--- src/rtl/dca_neugemm_seq_pkg.sv ---
// Shared constants for the NEUGEMM tile sequencer: LSU opcodes, default widths, FSM states.
package dca_neugemm_seq_pkg;

  localparam int unsigned DEF_BW_ADDR = 32;
  localparam int unsigned DEF_BW_KCNT = 16;
  localparam int unsigned BW_OPC      = 2;

  localparam logic [BW_OPC-1:0] OPC_LOAD  = 2'b01;
  localparam logic [BW_OPC-1:0] OPC_STORE = 2'b10;

  typedef enum logic [2:0] {
    ST_IDLE,
    ST_ISSUE_AB,
    ST_WAIT_AB,
    ST_STEP,
    ST_ISSUE_C,
    ST_WAIT_C,
    ST_DONE
  } seq_state_e;

endpackage

--- src/rtl/dca_neugemm_seq_issue_port.sv ---
// One LSU instruction port: holds valid until handshake, keeps the instruction stable,
// and records a sticky execute_finish while armed.
module dca_neugemm_seq_issue_port #(
  parameter int unsigned W = 34
) (
  input  logic         clk,
  input  logic         rst,
  input  logic         start_i,
  input  logic [W-1:0] inst_i,
  input  logic         arm_i,
  input  logic         clr_fin_i,
  input  logic         wready_i,
  input  logic         finish_i,
  output logic         wvalid_o,
  output logic [W-1:0] wdata_o,
  output logic         fin_o
);

  logic         valid_q, valid_d;
  logic [W-1:0] data_q, data_d;
  logic         fin_q, fin_d;

  always_comb begin
    valid_d = valid_q;
    data_d  = data_q;
    fin_d   = fin_q;
    if (valid_q && wready_i) begin
      valid_d = 1'b0;
    end
    if (start_i) begin
      valid_d = 1'b1;
      data_d  = inst_i;
    end
    // finish in the handshake cycle is armed too, so it is never lost
    if (clr_fin_i) begin
      fin_d = 1'b0;
    end else if (arm_i && finish_i) begin
      fin_d = 1'b1;
    end
  end

  always_ff @(posedge clk or posedge rst) begin
    if (rst) begin
      valid_q <= 1'b0;
      data_q  <= '0;
      fin_q   <= 1'b0;
    end else begin
      valid_q <= valid_d;
      data_q  <= data_d;
      fin_q   <= fin_d;
    end
  end

  assign wvalid_o = valid_q;
  assign wdata_o  = data_q;
  assign fin_o    = fin_q;

endmodule

--- src/rtl/dca_neugemm_tile_sequencer.sv ---
// Sequences one GEMM tile: per k-step load A and B, wait for both, hand a step to the MAC,
// then store C and pulse done.
module dca_neugemm_tile_sequencer
  import dca_neugemm_seq_pkg::*;
#(
  parameter int unsigned BW_ADDR     = DEF_BW_ADDR,
  parameter int unsigned BW_KCNT     = DEF_BW_KCNT,
  parameter int unsigned BW_LSU_INST = BW_OPC + BW_ADDR
) (
  input  logic                   clk,
  input  logic                   rst,
  input  logic                   cmd_valid,
  output logic                   cmd_ready,
  input  logic [BW_ADDR-1:0]     cmd_a_addr,
  input  logic [BW_ADDR-1:0]     cmd_b_addr,
  input  logic [BW_ADDR-1:0]     cmd_c_addr,
  input  logic [BW_ADDR-1:0]     cmd_a_stride,
  input  logic [BW_ADDR-1:0]     cmd_b_stride,
  input  logic [BW_KCNT-1:0]     cmd_num_k,
  output logic                   busy,
  output logic                   done,
  output logic                   ma_sinst_wvalid,
  output logic [BW_LSU_INST-1:0] ma_sinst_wdata,
  input  logic                   ma_sinst_wready,
  input  logic                   ma_sinst_execute_finish,
  output logic                   mb_sinst_wvalid,
  output logic [BW_LSU_INST-1:0] mb_sinst_wdata,
  input  logic                   mb_sinst_wready,
  input  logic                   mb_sinst_execute_finish,
  output logic                   mc_sinst_wvalid,
  output logic [BW_LSU_INST-1:0] mc_sinst_wdata,
  input  logic                   mc_sinst_wready,
  input  logic                   mc_sinst_execute_finish,
  output logic                   mac_clear,
  output logic                   mac_step_valid,
  input  logic                   mac_step_ready
);

  seq_state_e state_q, state_d;

  logic [BW_ADDR-1:0] a_addr_q, a_addr_d;
  logic [BW_ADDR-1:0] b_addr_q, b_addr_d;
  logic [BW_ADDR-1:0] c_addr_q, c_addr_d;
  logic [BW_ADDR-1:0] a_stride_q, a_stride_d;
  logic [BW_ADDR-1:0] b_stride_q, b_stride_d;
  logic [BW_KCNT-1:0] num_k_q, num_k_d;
  logic [BW_KCNT-1:0] k_cnt_q, k_cnt_d;

  logic cmd_ready_q, busy_q, done_q, mac_clear_q, mac_step_valid_q;

  logic accept_c;
  logic start_a_c, start_b_c, start_c_c;
  logic clr_ab_c, clr_c_c;
  logic arm_ab_c, arm_c_c;
  logic fin_a, fin_b, fin_c;

  logic [BW_LSU_INST-1:0] inst_a_c, inst_b_c, inst_c_c;

  // Next-state, counter and address update
  always_comb begin
    state_d    = state_q;
    a_addr_d   = a_addr_q;
    b_addr_d   = b_addr_q;
    c_addr_d   = c_addr_q;
    a_stride_d = a_stride_q;
    b_stride_d = b_stride_q;
    num_k_d    = num_k_q;
    k_cnt_d    = k_cnt_q;
    accept_c   = 1'b0;
    start_a_c  = 1'b0;
    start_b_c  = 1'b0;
    start_c_c  = 1'b0;
    clr_ab_c   = 1'b0;
    clr_c_c    = 1'b0;

    case (state_q)
      ST_IDLE: begin
        if (cmd_valid && cmd_ready_q) begin
          accept_c   = 1'b1;
          a_addr_d   = cmd_a_addr;
          b_addr_d   = cmd_b_addr;
          c_addr_d   = cmd_c_addr;
          a_stride_d = cmd_a_stride;
          b_stride_d = cmd_b_stride;
          num_k_d    = cmd_num_k;
          k_cnt_d    = '0;
          if (cmd_num_k == '0) begin
            start_c_c = 1'b1;
            state_d   = ST_ISSUE_C;
          end else begin
            start_a_c = 1'b1;
            start_b_c = 1'b1;
            state_d   = ST_ISSUE_AB;
          end
        end
      end
      ST_ISSUE_AB: begin
        if ((!ma_sinst_wvalid || ma_sinst_wready) &&
            (!mb_sinst_wvalid || mb_sinst_wready)) begin
          state_d = ST_WAIT_AB;
        end
      end
      ST_WAIT_AB: begin
        if (fin_a && fin_b) begin
          clr_ab_c = 1'b1;
          state_d  = ST_STEP;
        end
      end
      ST_STEP: begin
        if (mac_step_valid_q && mac_step_ready) begin
          if (k_cnt_q == num_k_q - BW_KCNT'(1)) begin
            start_c_c = 1'b1;
            state_d   = ST_ISSUE_C;
          end else begin
            a_addr_d  = a_addr_q + a_stride_q;
            b_addr_d  = b_addr_q + b_stride_q;
            k_cnt_d   = k_cnt_q + BW_KCNT'(1);
            start_a_c = 1'b1;
            start_b_c = 1'b1;
            state_d   = ST_ISSUE_AB;
          end
        end
      end
      ST_ISSUE_C: begin
        if (mc_sinst_wvalid && mc_sinst_wready) begin
          state_d = ST_WAIT_C;
        end
      end
      ST_WAIT_C: begin
        if (fin_c) begin
          clr_c_c = 1'b1;
          state_d = ST_DONE;
        end
      end
      ST_DONE: begin
        state_d = ST_IDLE;
      end
      default: begin
        state_d = ST_IDLE;
      end
    endcase
  end

  assign arm_ab_c = (state_q == ST_ISSUE_AB) || (state_q == ST_WAIT_AB);
  assign arm_c_c  = (state_q == ST_ISSUE_C)  || (state_q == ST_WAIT_C);

  // Instructions take the post-update address so the first issue follows accept directly
  assign inst_a_c = {OPC_LOAD,  a_addr_d};
  assign inst_b_c = {OPC_LOAD,  b_addr_d};
  assign inst_c_c = {OPC_STORE, c_addr_d};

  always_ff @(posedge clk or posedge rst) begin
    if (rst) begin
      state_q          <= ST_IDLE;
      a_addr_q         <= '0;
      b_addr_q         <= '0;
      c_addr_q         <= '0;
      a_stride_q       <= '0;
      b_stride_q       <= '0;
      num_k_q          <= '0;
      k_cnt_q          <= '0;
      cmd_ready_q      <= 1'b0;
      busy_q           <= 1'b0;
      done_q           <= 1'b0;
      mac_clear_q      <= 1'b0;
      mac_step_valid_q <= 1'b0;
    end else begin
      state_q          <= state_d;
      a_addr_q         <= a_addr_d;
      b_addr_q         <= b_addr_d;
      c_addr_q         <= c_addr_d;
      a_stride_q       <= a_stride_d;
      b_stride_q       <= b_stride_d;
      num_k_q          <= num_k_d;
      k_cnt_q          <= k_cnt_d;
      cmd_ready_q      <= (state_d == ST_IDLE);
      busy_q           <= (state_d != ST_IDLE);
      done_q           <= (state_d == ST_DONE);
      mac_clear_q      <= accept_c;
      mac_step_valid_q <= (state_d == ST_STEP);
    end
  end

  assign cmd_ready      = cmd_ready_q;
  assign busy           = busy_q;
  assign done           = done_q;
  assign mac_clear      = mac_clear_q;
  assign mac_step_valid = mac_step_valid_q;

  dca_neugemm_seq_issue_port #(.W(BW_LSU_INST)) u_port_a (
    .clk       (clk),
    .rst       (rst),
    .start_i   (start_a_c),
    .inst_i    (inst_a_c),
    .arm_i     (arm_ab_c),
    .clr_fin_i (clr_ab_c),
    .wready_i  (ma_sinst_wready),
    .finish_i  (ma_sinst_execute_finish),
    .wvalid_o  (ma_sinst_wvalid),
    .wdata_o   (ma_sinst_wdata),
    .fin_o     (fin_a)
  );

  dca_neugemm_seq_issue_port #(.W(BW_LSU_INST)) u_port_b (
    .clk       (clk),
    .rst       (rst),
    .start_i   (start_b_c),
    .inst_i    (inst_b_c),
    .arm_i     (arm_ab_c),
    .clr_fin_i (clr_ab_c),
    .wready_i  (mb_sinst_wready),
    .finish_i  (mb_sinst_execute_finish),
    .wvalid_o  (mb_sinst_wvalid),
    .wdata_o   (mb_sinst_wdata),
    .fin_o     (fin_b)
  );

  dca_neugemm_seq_issue_port #(.W(BW_LSU_INST)) u_port_c (
    .clk       (clk),
    .rst       (rst),
    .start_i   (start_c_c),
    .inst_i    (inst_c_c),
    .arm_i     (arm_c_c),
    .clr_fin_i (clr_c_c),
    .wready_i  (mc_sinst_wready),
    .finish_i  (mc_sinst_execute_finish),
    .wvalid_o  (mc_sinst_wvalid),
    .wdata_o   (mc_sinst_wdata),
    .fin_o     (fin_c)
  );

endmodule

--- config.mk ---
export PLATFORM = sky130hd
export DESIGN_NAME = dca_neugemm_tile_sequencer
export DESIGN_NICKNAME = d
export VERILOG_FILES = /design/src/rtl/dca_neugemm_seq_pkg.sv /design/src/rtl/dca_neugemm_seq_issue_port.sv /design/src/rtl/dca_neugemm_tile_sequencer.sv
export SDC_FILE = /design/constraint.sdc
export NUM_CORES = 1
export LEC_CHECK = 0
export ABC_AREA = 1
export BUFFER_PORTS_ARGS = -buffer_cell sky130_fd_sc_hd__clkbuf_2
export CORE_UTILIZATION = 25
export CTS_BUF_LIST = sky130_fd_sc_hd__clkbuf_4 sky130_fd_sc_hd__clkbuf_8
export CTS_CLUSTER_DIAMETER = 80
export DETAILED_ROUTE_END_ITERATION = 8
export GPL_ROUTABILITY_DRIVEN = 0
export SYNTH_ARGS = -nofsm -noshare
export SYNTH_HDL_FRONTEND = slang
export SYNTH_HIERARCHICAL = 1
export SYNTH_SLANG_ARGS = --single-unit
--- constraint.sdc ---
create_clock -name clk -period 9.7 [get_ports clk]
set_clock_uncertainty 0.2 [all_clocks]
set_input_delay 1.94 -clock clk [delete_from_list [all_inputs] [get_ports clk]]
set_output_delay 1.94 -clock clk [all_outputs]
set_load 0.02 [all_outputs]
==> summary.json, run 1 <==
{
  "synth-seq-cells": 308,
  "cts_inserted_buffers": 58,
  "cts.path.max_buffers": 3,
  "r2r.worst_path.cells": 17,
  "commonest_cells_in_the_netlist": "sky130_fd_sc_hd__nand2_1, sky130_fd_sc_hd__dfrtp_1, sky130_fd_sc_hd__inv_1, sky130_fd_sc_hd__nand3_1, sky130_fd_sc_hd__nor2_1",
  "route.vias.total": 18100,
  "netlist_top_cells_area": "sky130_fd_sc_hd__dfrtp_1, sky130_fd_sc_hd__nand2_1, sky130_fd_sc_hd__nand3_1, sky130_fd_sc_hd__inv_1, sky130_fd_sc_hd__ha_1",
  "finalHoldWorstSlack_ns": 0.265,
  "pin_count_of_the_biggest_net_entering_global_routing": 173,
  "ir_drop_v": 0.000164,
  "grt_antenna_before_repair": 3,
  "worst_setup_path_start_kind": "flop",
  "synth_largest_type_area_fraction": 0.408,
  "final_design_area_no_fill_um2": 22400,
  "outcome": "finished, final reports clean",
  "clock_insertion_delay_worst_skew_ns": 0.68,
  "die_area_um2": 76700,
  "powerDensity_nw_per_um2": 344,
  "tns_ns": 0,
  "clock_tree_from_tritoncts": "yes",
  "initialDrtViolationCount": 1047,
  "synth.yosys.seq_area_share": 0.408,
  "setup-violations-final": 0,
  "worst_slew_pin_slew_ns": 1.03,
  "cts_sinks": 308,
  "drive_above_1_share": 0.170,
  "start_util": 0.253,
  "critical_path_arrival_ns": 4.70,
  "worst_hold_stages": 2,
  "htree_levels": 2,
  "max_clock_freq_mhz": 231,
  "num_io_pins": 296,
  "cp_top_family": "simple AND/OR/NAND/NOR gates",
  "detail_route.first_pass.iterations": 5,
  "routed_wl_per_cell_um": 16.6,
  "worstPathCellList": "inv_1, ha_1, nand2_2, nor2_4, nand2_1, nand2_1, nand2_1, nand2_1, inv_1, nand2_1, nor2_4, nand2_4, nand3_2, o21ai_4, buf_4, nand2_1, nand2_1",
  "maxCapViolations": 0,
  "total_power_uw": 7730,
  "grt_first_pass_wirelength_um": 104000,
  "ctsRootBufferMaster": "sky130_fd_sc_hd__clkbuf_8",
  "cellLeakagePower_uw": 0.0123,
  "finalNetCount": 3219,
  "yosys.area.top_type": "sky130_fd_sc_hd__dfrtp_1",
  "crit_path_top_delay_cell": "sky130_fd_sc_hd__buf_4",
  "layout_worst_path_cycle_share": 0.446,
  "holdCritPathClass": "flop to flop",
  "synth-main-ff-cell": "sky130_fd_sc_hd__dfrtp_1",
  "worst-endpoint-required_ns": 10.08,
  "ant_nets": 0,
  "die_height_um": 277,
  "slew_headroom": 0.312,
  "timing.final.hold_violations": 0,
  "first_global_vias": 18100,
  "ys_types": 42,
  "dp.final_hpwl_um": 47400,
  "critical_path.max_stage_delay_ns": 0.77,
  "setup_repair_after_global_routing_missed_its_margin": "false",
  "path_common_cell": "sky130_fd_sc_hd__nand2_1",
  "cts.clk_slew.worst_paths_ns": 0.06,
  "routed_wirelength_um": 66100,
  "cell_area_placed_um2": 21100,
  "synth_area_per_cell_um2": 7.03,
  "fin_max_slew_vios": 0,
  "cts.repair_timing.setup_buffer_count": 0,
  "vias_per_cell": 4.55,
  "post-route-drc-count": 0,
  "yosysWarnings": 6,
  "worstPathBufferInverterCount": 3,
  "period_minus_slack_ns": 4.33,
  "synthMostInstantiatedCell": "sky130_fd_sc_hd__nand2_1",
  "grt.overflow.total": 0,
  "netlist_area_um2": 18900,
  "critical_path_depth": 17,
  "grt_usage": 0.172,
  "cts_resized": 0,
  "syn_to_final_growth_pct": 18.8,
  "placementRows": 100,
  "asyncSetResetFlopFracSynth": 1.00,
  "gate_count_after_technology_mapping": 2688,
  "portBuffers": 295,
  "critPathKind": "flop to flop",
  "postLayoutCoreUtil": 0.301,
  "core_region_um2": 74600,
  "path_max_fanout": 67,
  "worstSetupEndpointType": "flop",
  "hold_buffers": 0,
  "die_width_um": 277,
  "synth-edff-count": 0
}
-- layout make-up --
cell class	instances	area (µm²)
sequential	308	7710
tap	969	1210
multi-input combinational	2042	9620
clock buffer	89	1120
clock inverter	15	221
antenna	2	5.00
fill	8168	52100
timing repair buffer	309	1590
inverter	248	962
-- cells in the final DEF, fill, tap and decap left out, types with 21 or more instances in the layout --
cell type	Yosys	routed
sky130_fd_sc_hd__xnor2_1	36	36
sky130_fd_sc_hd__dfrtp_1	308	308
sky130_fd_sc_hd__nor2_1	182	181
sky130_fd_sc_hd__clkbuf_8	0	73
sky130_fd_sc_hd__ha_1	64	64
sky130_fd_sc_hd__nand2_1	1119	1119
sky130_fd_sc_hd__clkbuf_2	1	295
sky130_fd_sc_hd__inv_1	241	237
sky130_fd_sc_hd__nand3_1	240	239
sky130_fd_sc_hd__a21oi_1	128	128
sky130_fd_sc_hd__nor3_1	22	21
sky130_fd_sc_hd__nand2_2	73	73
sky130_fd_sc_hd__nand4_1	44	44
sky130_fd_sc_hd__o21ai_0	57	56
-- tightest hold or removal path, delay by kind of cell, from the launching register on --
kind	cells	cell delay [ns]
and+or+nand+nor	2	0.12
DFF	1	0.32
-- power breakdown --
| group | switching [µW] | internal, µW |
|---|---|---|
| Sequential | 404 | 1800 |
| Clock | 612 | 873 |
| Combinational | 2680 | 1360 |
| Total | 3700 | 4030 |
-- path summary, 6_finish.rpt --
check	slack (ns)	startpoint	end
min in group asynchronous	1.25	rst	c_addr_q[29]$_DFF_PP0_
max	5.37	num_k_q[0]$_DFFE_PP0P_	u_port_b/wdata_o[12]$_DFFE_PP0P_
min reg2reg	0.27	c_addr_q[13]$_DFF_PP0_	c_addr_q[13]$_DFF_PP0_
max in group asynchronous	6.79	rst	b_addr_q[19]$_DFF_PP0_
min	0.27	c_addr_q[13]$_DFF_PP0_	c_addr_q[13]$_DFF_PP0_
max reg2reg	5.37	num_k_q[0]$_DFFE_PP0P_	u_port_b/wdata_o[12]$_DFFE_PP0P_
-- state kept, by name, summed over array words and instances, names as in the netlist, 3 cells and up --
register          cells
u_port_b/wdata_o     34
k_cnt_q              16
a_addr_q             32
b_stride_q           32
a_stride_q           32
c_addr_q             32
b_addr_q             32
num_k_q              16
u_port_a/wdata_o     34
state_q               3
u_port_c/wdata_o     34
-- metrics by stage --
stage,cells,worst slack (ns)
floorplan,2692,2.11
global placement,3876,4.75
detailed placement,3876,4.74
CTS,3980,5.24
global route,3982,4.88
finish,3982,5.37
-- kinds of logic (layout without fill, tap and decap cells) --
family	Yosys count	in the layout	share of synthesized area
AND/OR/NAND/NOR	1713	1713	0.381
adder cells (fa/ha/maj)	66	66	0.0445
flip-flops	308	308	0.408
XOR/XNOR	56	56	0.0260
other	2	8	0.000397
buffers and inverters	342	661	0.0853
AO/OA/AOI/OAI	201	201	0.0550
-- layer usage --
metal	vias to the layer above	routed length (µm)	global-route usage
li1	9031	-	-
met1	8495	29200	0.218
met2	452	31000	0.287
met3	123	3330	0.0306
met4	0	2670	0.0718
met5	-	0	0
Note: power is estimated with default switching activity, not from simulation.
==> run 2: changes to the inputs <==
Clock period 9.7 ns to 3.6 ns, I/O delays scaled along.
==> run 2 against run 1 <==
  * Clock power rose to 2.5 times the previous value
  * Critical path type unchanged
  * Wire length rose by 1.6%
  * Critical endpoint is now k_cnt_q[7]$_DFFE_PP0P_
  * Critical path depth fell by 2
==> summary.json, run 2 (synthesis gave the netlist of run 1 again) <==
{
  "critical_path.max_stage_delay": {"value": 0.38, "unit": "ns", "change": "-0.39 ns"},
  "cts_inserted_buffers": {"value": 61, "change": "+5.2%"},
  "clock_insertion_delay_worst_skew": {"value": 0.71, "unit": "ns", "change": "+0.03 ns"},
  "max_clock_freq": {"value": 309, "unit": "MHz", "change": "+34%"},
  "worstSetupEndpointType": "flop",
  "period_minus_slack": {"value": 3.24, "unit": "ns", "change": "-1.09 ns"},
  "powerDensity": {"value": 896, "unit": "nW/µm²", "change": "+160%"},
  "critical_path_arrival": {"value": 3.58, "unit": "ns", "change": "-1.12 ns"},
  "place.detailed.instances": {"value": 3887, "change": "+0.28%"},
  "layout.cells.most_common_list": "sky130_fd_sc_hd__nand2_1, sky130_fd_sc_hd__dfrtp_1, sky130_fd_sc_hd__clkbuf_2",
  "holdCritPathClass": "input pin to flop",
  "initialDrtViolationCount": {"value": 1052, "change": "+0.48%"},
  "tns": {"value": 0, "unit": "ns", "change": "unchanged"},
  "cts.clk_slew.worst_paths": {"value": 0.06, "unit": "ns", "change": "about the same"},
  "path_common_cell": "sky130_fd_sc_hd__nand2_1",
  "critPathKind": "flop to flop",
  "worst-endpoint-required": {"value": 3.94, "unit": "ns", "change": "-6.14 ns"},
  "first_global_vias": {"value": 18400, "change": "+1.4%"},
  "setup-violations-final": {"value": 0, "change": "unchanged"},
  "slew_headroom": {"value": 0.264, "change": "-0.0480"},
  "grt_first_pass_wirelength": {"value": 106000, "unit": "µm", "change": "+1.9%"},
  "finalHoldWorstSlack": {"value": 0.0512, "unit": "ns", "change": "-0.214 ns"},
  "timing.final.hold_violations": {"value": 0, "change": "unchanged"},
  "grt_antenna_before_repair": {"value": 6, "change": "+3"},
  "die_height": {"value": 277, "unit": "µm", "change": "unchanged"},
  "routed_wl_per_cell": {"value": 16.6, "unit": "µm", "change": "-0.35%"},
  "maxCapViolations": {"value": 0, "change": "unchanged"},
  "crit_path_top_delay_cell": "sky130_fd_sc_hd__dfrtp_1",
  "cell_area_placed": {"value": 21300, "unit": "µm²", "change": "+0.91%"},
  "final_cell_count_without_fillers": {"value": 4059, "change": "+1.9%"},
  "placementRows": {"value": 100, "change": "unchanged"},
  "total_power": {"value": 20800, "unit": "µW", "change": "+170%"},
  "core_region": {"value": 74600, "unit": "µm²", "change": "unchanged"},
  "dp.final_hpwl": {"value": 49000, "unit": "µm", "change": "+3.5%"},
  "worstPathCellList": "inv_1, ha_1, nand2_2, nor2_2, xor2_1, nand3_1, nor3_4, nand2_4, buf_4, nand2_1, nand2_1, nand2_4, inv_2, nand2_1, nand2_1",
  "cts_sinks": {"value": 308, "change": "unchanged"},
  "die_area": {"value": 76700, "unit": "µm²", "change": "unchanged"},
  "layout_worst_path_cycle_share": {"value": 0.899, "change": "+0.453"},
  "start_util": {"value": 0.253, "change": "unchanged"},
  "ir_drop": {"value": 0.000432, "unit": "V", "change": "+160%"},
  "grt_usage": {"value": 0.175, "change": "+0.00302"},
  "clock_tree_from_tritoncts": "yes",
  "cts.path.max_buffers": {"value": 3, "change": "unchanged"},
  "fin_max_slew_vios": {"value": 0, "change": "unchanged"},
  "ant_nets": {"value": 0, "change": "unchanged"},
  "regArea": {"value": 7710, "unit": "µm²", "change": "unchanged"},
  "outcome": "finished, final reports clean",
  "most_common_cell_after_layout_fill_and_taps_aside": "sky130_fd_sc_hd__nand2_1",
  "pin_count_of_the_biggest_net_entering_global_routing": {"value": 188, "change": "+8.7%"},
  "final.fill_count": {"value": 8096, "change": "-0.88%"},
  "grt.overflow.total": {"value": 0, "change": "unchanged"},
  "final_design_area_no_fill": {"value": 23200, "unit": "µm²", "change": "+3.3%"},
  "cp_top_family": "simple AND/OR/NAND/NOR gates",
  "portBuffers": {"value": 295, "change": "unchanged"},
  "setup_repair_after_global_routing_missed_its_margin": "false",
  "cts_resized": {"value": 0, "change": "unchanged"},
  "worst_slew_pin_slew": {"value": 1.10, "unit": "ns", "change": "+0.0679 ns"},
  "worst_setup_path_start_kind": "flop",
  "path_max_fanout": {"value": 33, "change": "-51%"},
  "route.vias.total": {"value": 18400, "change": "+1.5%"},
  "num_io_pins": {"value": 296, "change": "unchanged"},
  "vias_per_cell": {"value": 4.52, "change": "-0.46%"},
  "htree_levels": {"value": 2, "change": "unchanged"},
  "routed_wirelength": {"value": 67200, "unit": "µm", "change": "+1.6%"},
  "detail_route.first_pass.iterations": {"value": 5, "change": "unchanged"},
  "drive_above_1_share": {"value": 0.171, "change": "+0.000341"},
  "area_taken_by_multi_input_logic_gates": {"value": 9620, "unit": "µm²", "change": "unchanged"},
  "post-route-drc-count": {"value": 0, "change": "unchanged"},
  "die_width": {"value": 277, "unit": "µm", "change": "unchanged"},
  "ctsRootBufferMaster": "sky130_fd_sc_hd__clkbuf_8",
  "syn_to_final_growth_pct": 22.7,
  "worstPathBufferInverterCount": {"value": 3, "change": "unchanged"},
  "cellLeakagePower": {"value": 0.0126, "unit": "µW", "change": "+2.6%"},
  "finalNetCount": {"value": 3294, "change": "+2.3%"}
}
[run 2: area by class of cell]
| class | count | share of cell area |
|---|---|---|
| multi-input combinational | 2042 | 0.415 |
| sequential | 308 | 0.332 |
| timing repair buffer | 381 | 0.104 |
| tap | 969 | 0.0523 |
| clock buffer | 90 | 0.0486 |
| inverter | 248 | 0.0413 |
| clock inverter | 18 | 0.00648 |
| antenna | 3 | 0.000324 |
[run 2: per-stage QoR]
step,worst slack [ns],utilization
floorplan,0.0917,-
global placement,0.345,0.285
detailed placement,0.331,0.285
CTS,0.314,0.311
global route,0.0445,0.311
finish,0.363,0.311
[run 2: metal layers]
| metal | wire length [µm] | GRT usage | up-vias |
|---|---|---|---|
| met4 | 1600 | 0.0499 | 2 |
| met3 | 3520 | 0.0274 | 97 |
| met1 | 29900 | 0.225 | 8581 |
| met2 | 32200 | 0.302 | 502 |
| met5 | 11 | 0 | - |
| li1 | - | - | 9184 |
[run 2: power breakdown]
group          total (µW)  switching (µW)  internal (µW)  leakage [µW]
clock network        3770            1690           2080      0.000686
registers            5980            1130           4860       0.00393
logic               11000            7260           3760       0.00797
total               20800           10100          10700        0.0126
[run 2: timing repair]
item	CTS	global route
hold buffers	61	0
endpoints found under the setup margin	0	0
setup buffers	0	0
endpoints found under the hold margin	78	0
[run 2: final timing paths]
kind                                   startpoint                              end  slack, ns  cells after the start
setup / recovery           num_k_q[0]$_DFFE_PP0P_           k_cnt_q[7]$_DFFE_PP0P_       0.36                     15
hold / removal                   cmd_a_stride[18]       a_stride_q[18]$_DFFE_PP0P_       0.05                      3
setup reg to reg           num_k_q[0]$_DFFE_PP0P_           k_cnt_q[7]$_DFFE_PP0P_       0.36                     15
hold reg to reg            c_addr_q[19]$_DFF_PP0_           c_addr_q[19]$_DFF_PP0_       0.26                      2
max in group asynchronous                     rst           c_addr_q[31]$_DFF_PP0_       1.70                      4
min in group asynchronous                     rst  u_port_b/wdata_o[4]$_DFFE_PP0P_       0.55                      3
[run 2: tightest hold or removal path: stages]
cell and delay (ns):
sky130_fd_sc_hd__clkbuf_2 0.08, sky130_fd_sc_hd__nand2_1 0.05, sky130_fd_sc_hd__nand2_1 0.06
